===== config.mk =====
export PLATFORM = sky130hd
export DESIGN_NAME = spram_req_ctrl
export DESIGN_NICKNAME = d
export VERILOG_FILES = /design/src/rtl/spram_req_ctrl.sv
export SDC_FILE = /design/constraint.sdc
export NUM_CORES = 1
export LEC_CHECK = 0
export ABC_AREA = 1
export CAP_MARGIN = 20
export CORE_ASPECT_RATIO = 1.5
export CORE_MARGIN = 1
export CORE_UTILIZATION = 30
export DETAILED_ROUTE_END_ITERATION = 7
export SETUP_SLACK_MARGIN = 0.02
export SYNTH_ARGS = -nofsm -noshare
export SYNTH_HDL_FRONTEND = slang
export SYNTH_SLANG_ARGS = --single-unit

===== constraint.sdc =====
create_clock -name clk -period 3 [get_ports clk]
set_input_delay 0.45 -clock clk [delete_from_list [all_inputs] [get_ports clk]]
set_output_delay 0.45 -clock clk [all_outputs]
set_load 0.02 [all_outputs]

===== src/rtl/spram_req_ctrl.sv =====
// Request/response front end for a single-port SRAM with 1-cycle read latency.
// Accepted requests go straight to the SRAM; read data is buffered in a 4-deep FIFO.
module spram_req_ctrl #(
    parameter int ADDR_WIDTH = 9,
    parameter int DATA_WIDTH = 32,
    localparam int BE_WIDTH  = DATA_WIDTH / 8
) (
    input  logic                  clk,
    input  logic                  rst,
    input  logic                  req_valid,
    output logic                  req_ready,
    input  logic                  req_we,
    input  logic [ADDR_WIDTH-1:0] req_addr,
    input  logic [DATA_WIDTH-1:0] req_wdata,
    input  logic [BE_WIDTH-1:0]   req_be,
    output logic                  rsp_valid,
    input  logic                  rsp_ready,
    output logic [DATA_WIDTH-1:0] rsp_rdata,
    output logic                  ram_ceb,
    output logic                  ram_web,
    output logic [ADDR_WIDTH-1:0] ram_a,
    output logic [DATA_WIDTH-1:0] ram_d,
    output logic [BE_WIDTH-1:0]   ram_be,
    input  logic [DATA_WIDTH-1:0] ram_q,
    output logic                  busy
);

    logic [2:0]            count;
    logic [1:0]            rd_ptr;
    logic [1:0]            wr_ptr;
    logic                  in_flight;
    logic [DATA_WIDTH-1:0] fifo_mem [4];
    logic                  accept;
    logic                  push;
    logic                  pop;

    // Reserve a FIFO slot for every read in flight so a push can never overflow.
    assign req_ready = ~rst && (({1'b0, count} + {3'b000, in_flight}) < 4'd4);
    assign accept    = req_valid && req_ready;
    assign push      = in_flight;
    assign pop       = (count != 3'd0) && rsp_ready;

    assign rsp_valid = (count != 3'd0);
    assign rsp_rdata = fifo_mem[rd_ptr];
    assign busy      = in_flight || (count != 3'd0);

    always_comb begin
        ram_ceb = 1'b1;
        ram_web = 1'b1;
        ram_a   = '0;
        ram_d   = '0;
        ram_be  = '0;
        if (accept) begin
            ram_ceb = 1'b0;
            ram_web = ~req_we;
            ram_a   = req_addr;
            ram_d   = req_wdata;
            ram_be  = req_be;
        end
    end

    always_ff @(posedge clk or posedge rst) begin
        if (rst) begin
            in_flight <= 1'b0;
            count     <= 3'd0;
            rd_ptr    <= 2'd0;
            wr_ptr    <= 2'd0;
        end else begin
            in_flight <= accept && !req_we;
            if (push) begin
                wr_ptr <= wr_ptr + 2'd1;
            end
            if (pop) begin
                rd_ptr <= rd_ptr + 2'd1;
            end
            case ({push, pop})
                2'b10:   count <= count + 3'd1;
                2'b01:   count <= count - 3'd1;
                default: count <= count;
            endcase
        end
    end

    // Storage is not reset; only entries below count are ever observed.
    always_ff @(posedge clk) begin
        if (push) begin
            fifo_mem[wr_ptr] <= ram_q;
        end
    end

endmodule


* After elaboration in Yosys (flattened, before gate mapping)
Memory sizes are Yosys's and may differ from the RTL's.
Cells that the tools add are included.
** Storage, ports and cells
- Memories kept :: 1
- Register bits after elaboration :: 8
- Word-level logic and storage cells :: 31
- Output and inout port bits :: 82
- Memory bits (writable) :: 128
- Input port bits :: 82
- Bits in read-only memories :: 0
- Latch bits :: 0
** Operators by class
- Bitwise logic cells :: 2
- $add $sub $neg :: 5
- Order comparisons :: 1
- Multiplexer cells :: 8
- Equality and inequality tests :: 2
- Multipliers :: 0
- Shift-type cells :: 0
- Divide/modulo/power cells :: 0
- Reduce and logical (&&, ||, !) cells :: 8
** Memories
- fifo_mem :: depth 4, bits a word 32, read ports 1, clocked after memory_dff 0, wr ports 1, line 32 : logic [DATA_WIDTH-1:0] fifo_mem [4];
** Operators by type and width (count)
- two-way mux 32 bit :: 1
- two-way mux 9 bit :: 1
- one-hot mux 3 bit (2 select lines) :: 1
- adder 2 x 1 -> 2 bit, second input constant :: 2
- adder 3 x 1 -> 4 bit :: 1
- logical AND 1 bit :: 4
- less-than comparator 4 x 3 -> 1 bit, second input constant :: 1
- two-way mux 1 bit :: 4
- two-way mux 4 bit :: 1
- adder 3 x 1 -> 3 bit, second input constant :: 1
- nonzero test 3 bit :: 1
- subtractor 3 x 1 -> 3 bit, second input constant :: 1
- == test 2 x 1 -> 1 bit, second input constant :: 1
- == test 2 bit, second input constant :: 1
- inverter 1 bit :: 2
- nonzero test 2 bit :: 1
- zero test 1 bit :: 1
- logical OR 1 bit :: 1

* Depth between registers and ports, before layout
- Depth in word-level cells :: 5
- Depth in mapped cells :: 12
- Depth with buffers taken out :: 12

* Worst setup path before layout
OpenSTA, ideal clock, no wires.
- Kind :: register to register
- Start :: register count[0]
- End :: register count[1]
- Period minus slack after synthesis :: 1.840 ns
- Required time :: 2.917 ns
- Path slack :: 1.160 ns
- Cell stages (with the launch flop) :: 9
- Arrival :: 1.758 ns
- Buffers on the path :: 0
- Cell sequence :: dfrtp_1 > inv_1 > nand3_1 > nand2_1 > inv_1 > ha_1 > inv_1 > fa_1 > o21ai_0
** Between the ends
- Longest elaborated chain between the ends :: 4
- Elaborated cells between the ends (all ways) :: 8
- Classes of those cells :: add/sub (2); eq/ne (2); mux (1); reduce/logical (3)
** Ends and longest elaborated chain
- start, declared :: line 28 : logic [2:0] count;
- start signal, assigned :: line 77 : 2'b10: count <= count + 3'd1;
- start signal, assigned :: line 78 : 2'b01: count <= count - 3'd1;
- start signal, assigned :: line 79 : default: count <= count;
- nonzero test 3 bit *
- via rsp_valid :: line 16 : output logic rsp_valid,
- logical AND 1 bit * :: line 41 : assign pop = (count != 3'd0) && rsp_ready;
- via pop :: line 35 : logic pop;
- == test 2 x 1 -> 1 bit / == test 2 bit (equally long branches) :: line 76 : case ({push, pop})
- one-hot mux 3 bit (2 select lines) / nonzero test 2 bit (equally long branches)
Mark *: on every way through the listed nets, which the timed path passes. The rest lies on a longest branch.
A chain may end at the register's enable or synchronous reset.

* Worst setup path in the final report
- Start :: register in_flight
- End :: output port ram_d[27]
** Between the ends
- Longest elaborated chain between the ends :: 5
** Ends and longest elaborated chain
- start, declared :: line 31 : logic in_flight;
- start signal, assigned :: line 69 : in_flight <= accept && !req_we;
- adder 3 x 1 -> 4 bit :: line 38 : assign req_ready = ~rst && (({1'b0, count} + {3'b000, in_flight}) < 4'd4);
- less-than comparator 4 x 3 -> 1 bit :: line 38
- logical AND 1 bit :: line 38
- logical AND 1 bit :: line 39 : assign accept = req_valid && req_ready;
- two-way mux 32 bit :: line 53 : if (accept) begin
- end, declared :: line 22 : output logic [DATA_WIDTH-1:0] ram_d,
Every way passes these cells.

==> tab_implementation.tex <==
\begin{tabular}{lr}
\hline
Metric & Value \\
\hline
\multicolumn{2}{l}{\textbf{Status}} \\
\quad Outcome & finished, final reports clean \\
\multicolumn{2}{l}{\textbf{Logic synthesis}} \\
\quad Synth area leader & edfxtp\_1 \\
\quad Fraction of the yosys area taken by sequential cells & approximately 65\% \\
\quad Portion of netlist area occupied by mux cells & 0\% \\
\quad Synth Register Bits & 136 \\
\quad Xor and xnor area share after synthesis & 0.281\% \\
\quad Number of nets in the synthesized netlist & 623 \\
\quad Total of warnings raised by yosys & 0 \\
\quad Fraction of synthesized cell area taken by the top area cell type & 61.8\% \\
\quad Fraction of the mapped netlist area in simple logic gates & 14.5\% \\
\quad Top flip-flop cell by instance count after synthesis & edfxtp\_1 \\
\quad Main combinational cell family by area after synthesis & simple AND/OR/NAND/NOR gates \\
\quad Cell area after synthesis & between 6000 and 7000 sq um \\
\quad Area fraction in compound gates after synthesis & 7.88\% \\
\quad Mean area per synthesized cell & 11.6 sq um \\
\quad EDFF count, synth & 128 \\
\quad Fraction of the mapped netlist area in adder cells & 1.33\% \\
\quad Biggest area contributors in the synthesized netlist & edfxtp\_1 62\%, o211ai\_1 7.7\%, inv\_1 7.7\% \\
\quad Most frequently used cell type in the post-synthesis netlist & edfxtp\_1 \\
\quad Gate count after technology mapping & 535 \\
\quad Leading cell types by count after synthesis & 128 x edfxtp\_1, 127 x inv\_1, 114 x nand2\_1 \\
\quad Synth async-reset ratio & 5.88\% \\
\quad Distinct cells, synth & 22 \\
\multicolumn{2}{l}{\textbf{CTS}} \\
\quad H-tree levels & 4 \\
\quad Clock slew at reported path FFs & roughly 0.06 ns \\
\quad Cells resized by post-CTS repair & 0 \\
\quad \# clock sinks & between 100 and 150 \\
\quad CTS root buf & clkbuf\_16 \\
\quad Worst skew pair latency & slightly above 0.4 ns \\
\quad Number of buffers inserted during clock tree synthesis & 17 \\
\quad Number of buffers between clock root and the deepest sink & 2 \\
\quad TritonCTS clock tree & yes \\
\quad Post-CTS setup buffer count & 0 \\
\quad Hold\_buf cts & 0 \\
\multicolumn{2}{l}{\textbf{Detailed routing}} \\
\quad Average wire length per cell after detail routing & 13.1 um \\
\quad Pre-antenna DRT Iters & 4 \\
\quad Vias post-DR & 4,036 \\
\quad Vias per cell & slightly above 4 \\
\quad Antenna-violating nets left & 0 \\
\quad Number of DRC violations after detailed-routing iteration 0 & roughly 130 \\
\quad Residual DRC & 0 \\
\quad Final Routed Wirelength & 12,800 um \\
\multicolumn{2}{l}{\textbf{Finish}} \\
\quad Post-layout utilization of the core & 42.7\% \\
\quad Post-route standard cell area excluding fillers & 8690 sq um \\
\quad Diode insertion count for antenna repair & 0 \\
\quad Share of final-layout standard cells stronger than drive strength 1 & 10.4\% \\
\quad Syn-to-layout area delta & 39.6\% \\
\quad Final-stage net count & 786 \\
\multicolumn{2}{l}{\textbf{Timing}} \\
\quad Total of endpoints with negative setup slack in the final report & 0 \\
\quad Min Tclk post-route & 2.77 ns \\
\quad Total negative setup slack & 0 ns \\
\quad Number of pins exceeding their max-slew limit in the final report & 0 \\
\quad Slew @ Worst Pin & around 0.85 ns \\
\quad Unrepaired setup endpoints after global routing & no \\
\quad Maximum clock frequency & 360 MHz \\
\quad Max\_slew headroom & 43.2\% \\
\quad Setup WS post-layout & between 0.2 and 0.25 ns \\
\quad Final-report hold violation count & 0 \\
\quad Post-route fraction of the period consumed by the critical path & between 90 and 100\% \\
\quad Setup skew after layout & 0.00915 ns \\
\multicolumn{2}{l}{\textbf{Die}} \\
\quad Total die area & 21,300 sq um \\
\quad Placeable core area & about 20,000 sq um \\
\quad Number of rows in the core area & between 60 and 70 \\
\quad Die span in x & 120 um \\
\quad Boundary pin count & approximately 160 \\
\quad Height of the chip & 178 um \\
\quad Starting utilization of the core area & between 30 and 40\% \\
\multicolumn{2}{l}{\textbf{Place}} \\
\quad RePlAce Congestion & approximately 0.67 \\
\quad I/O Buffers & 163 \\
\quad Minimum setup slack after placement & 0.238 ns \\
\quad Instance area after placement & just over 8000 sq um \\
\quad Detailed placer's ending HPWL & 8530 um \\
\multicolumn{2}{l}{\textbf{Critical path}} \\
\quad Depth of the most critical reg-to-reg path & 11 \\
\quad CP Capture Point & ram\_d[27] \\
\quad Crit end category & output pin \\
\quad Crit Reg-Reg Startpoint & count[0]\$\_DFFE\_PP0P\_ \\
\quad Critical Path Start Type & register \\
\quad Register-to-register path setup slack & 1.14 ns \\
\quad Worst flop-to-flop path endpoint & count[2]\$\_DFFE\_PP0P\_ \\
\quad Critical path start-end classification & reg -> out \\
\quad Crit path arrival time & 2.32 ns \\
\quad CP required & 2.55 ns \\
\quad Largest fanout on the critical path & 17 \\
\quad Worst setup path start & in\_flight\$\_DFF\_PP0\_ \\
\multicolumn{2}{l}{\textbf{Worst hold path}} \\
\quad Hold Crit Class & in -> async \\
\multicolumn{2}{l}{\textbf{Power}} \\
\quad Static leakage & between 3 and 4 nW \\
\quad Peak supply drop & 0.457 mV \\
\quad Pwr Total & 7.09 mW \\
\quad Power density over cell area & 816 nW/um\^{}2 \\
\multicolumn{2}{l}{\textbf{Global route}} \\
\quad GR Util All Layers & 12.3\% \\
\quad Met1 layer usage reported by global route & 13.0\% \\
\quad Total congestion overflow & 0 \\
\quad Number of global-route vias before repair & 3,772 \\
\quad Top Usage Layer GRT & met2 \\
\quad GRT met2 Usage & 23.2\% \\
\quad Met3 Usage GRT & 3.16\% \\
\quad First-pass GRT wire length & 19,600 um \\
\quad Maximum number of pins on one net before global-route repair & 53 \\
\quad Number of antenna violations at the first check in global routing & 0 \\
\multicolumn{2}{l}{\textbf{Run}} \\
\quad Count of max-cap constraint violations & 0 \\
\hline
\end{tabular}
where the power goes:
group	internal (mW)	switching, mW	total [mW]
Clock	1.29	0.735	2.03
Sequential	2.21	0.0709	2.28
Combinational	1.18	1.61	2.79
Total	4.67	2.42	7.09
cell usage in the layout, fill, tap and decap left out:
master             n
o21ai_0            2
clkinv_4           1
nand4_1            2
nand2_1          114
fa_1               1
ha_1               5
buf_4              3
nor2_1            16
nand3_1            5
clkbuf_16         17
clkbuf_1           1
o211ai_1          64
inv_6              1
dfrtp_1            8
clkdlybuf4s50_1  163
inv_2              4
nor2_4            30
edfxtp_1         128
bufinv_16          3
xor2_1             1
inv_4              1
nand3_4            2
clkinv_2           2
clkinvlp_4         4
nor2_2             1
clkinv_1           2
xnor2_1            1
inv_1            123
buf_12             5
logic make-up (layout without fill, tap and decap cells):
| family | Yosys count | in the layout |
|---|---|---|
| and+or+nand+nor | 170 | 170 |
| xor gates and xnor gates | 2 | 2 |
| buffers and inverters | 155 | 330 |
| adders and majority gates | 6 | 6 |
| DFF | 136 | 136 |
| AOI/OAI and AO/OA | 66 | 66 |
sequential cells by signal, indices dropped and copies added, names as in the netlist:
register / flops
in_flight: 1
count: 3
fifo_mem: 128
rd_ptr: 2
wr_ptr: 2
stage by stage:
| stage | hold slack, ns | std cells |
|---|---|---|
| global placement | 0.518 | 943 |
| finish | 0.342 | 974 |
| floorplan | 0.266 | 535 |
| detailed placement | 0.529 | 943 |
| CTS | 0.339 | 974 |
| global route | 0.389 | 974 |
layout make-up:
| cell class | count | area (sq um) |
|---|---|---|
| sequential | 136 | 4040 |
| clock buffer | 18 | 429 |
| tap | 264 | 330 |
| timing repair buffer | 171 | 1750 |
| clock inverter | 13 | 155 |
| multi-input combinational | 244 | 1500 |
| fill | 1899 | 11600 |
| inverter | 128 | 483 |
per-layer routing:
metal  vias to the layer above  share of wire (%)
li1                       2066                  -
met5                         -                  0
met4                         0                1.5
met3                        13                4.1
met1                      1854                 38
met2                       103                 57
critical path, cell delays in order (launching register included):
cell and delay [ns]:
dfrtp_1 0.51, nand3_4 0.16, nand3_4 0.26, buf_12 0.29, nor2_4 0.08, clkdlybuf4s50_1 0.60
how the worst min path moves through the flow:
stage                                    start                    to  slack [ns]  cells after the start
after CTS                                  rst   in_flight$_DFF_PP0_        0.34                      2
after floorplan                            rst  count[0]$_DFFE_PP0P_        0.27                      1
after detailed placement  count[2]$_DFFE_PP0P_  count[2]$_DFFE_PP0P_        0.53                      2
final                                      rst   in_flight$_DFF_PP0_        0.34                      2
after global placement    count[2]$_DFFE_PP0P_  count[2]$_DFFE_PP0P_        0.52                      2
after global routing                       rst   in_flight$_DFF_PP0_        0.39                      2
Power figures use the tool's default switching activity.
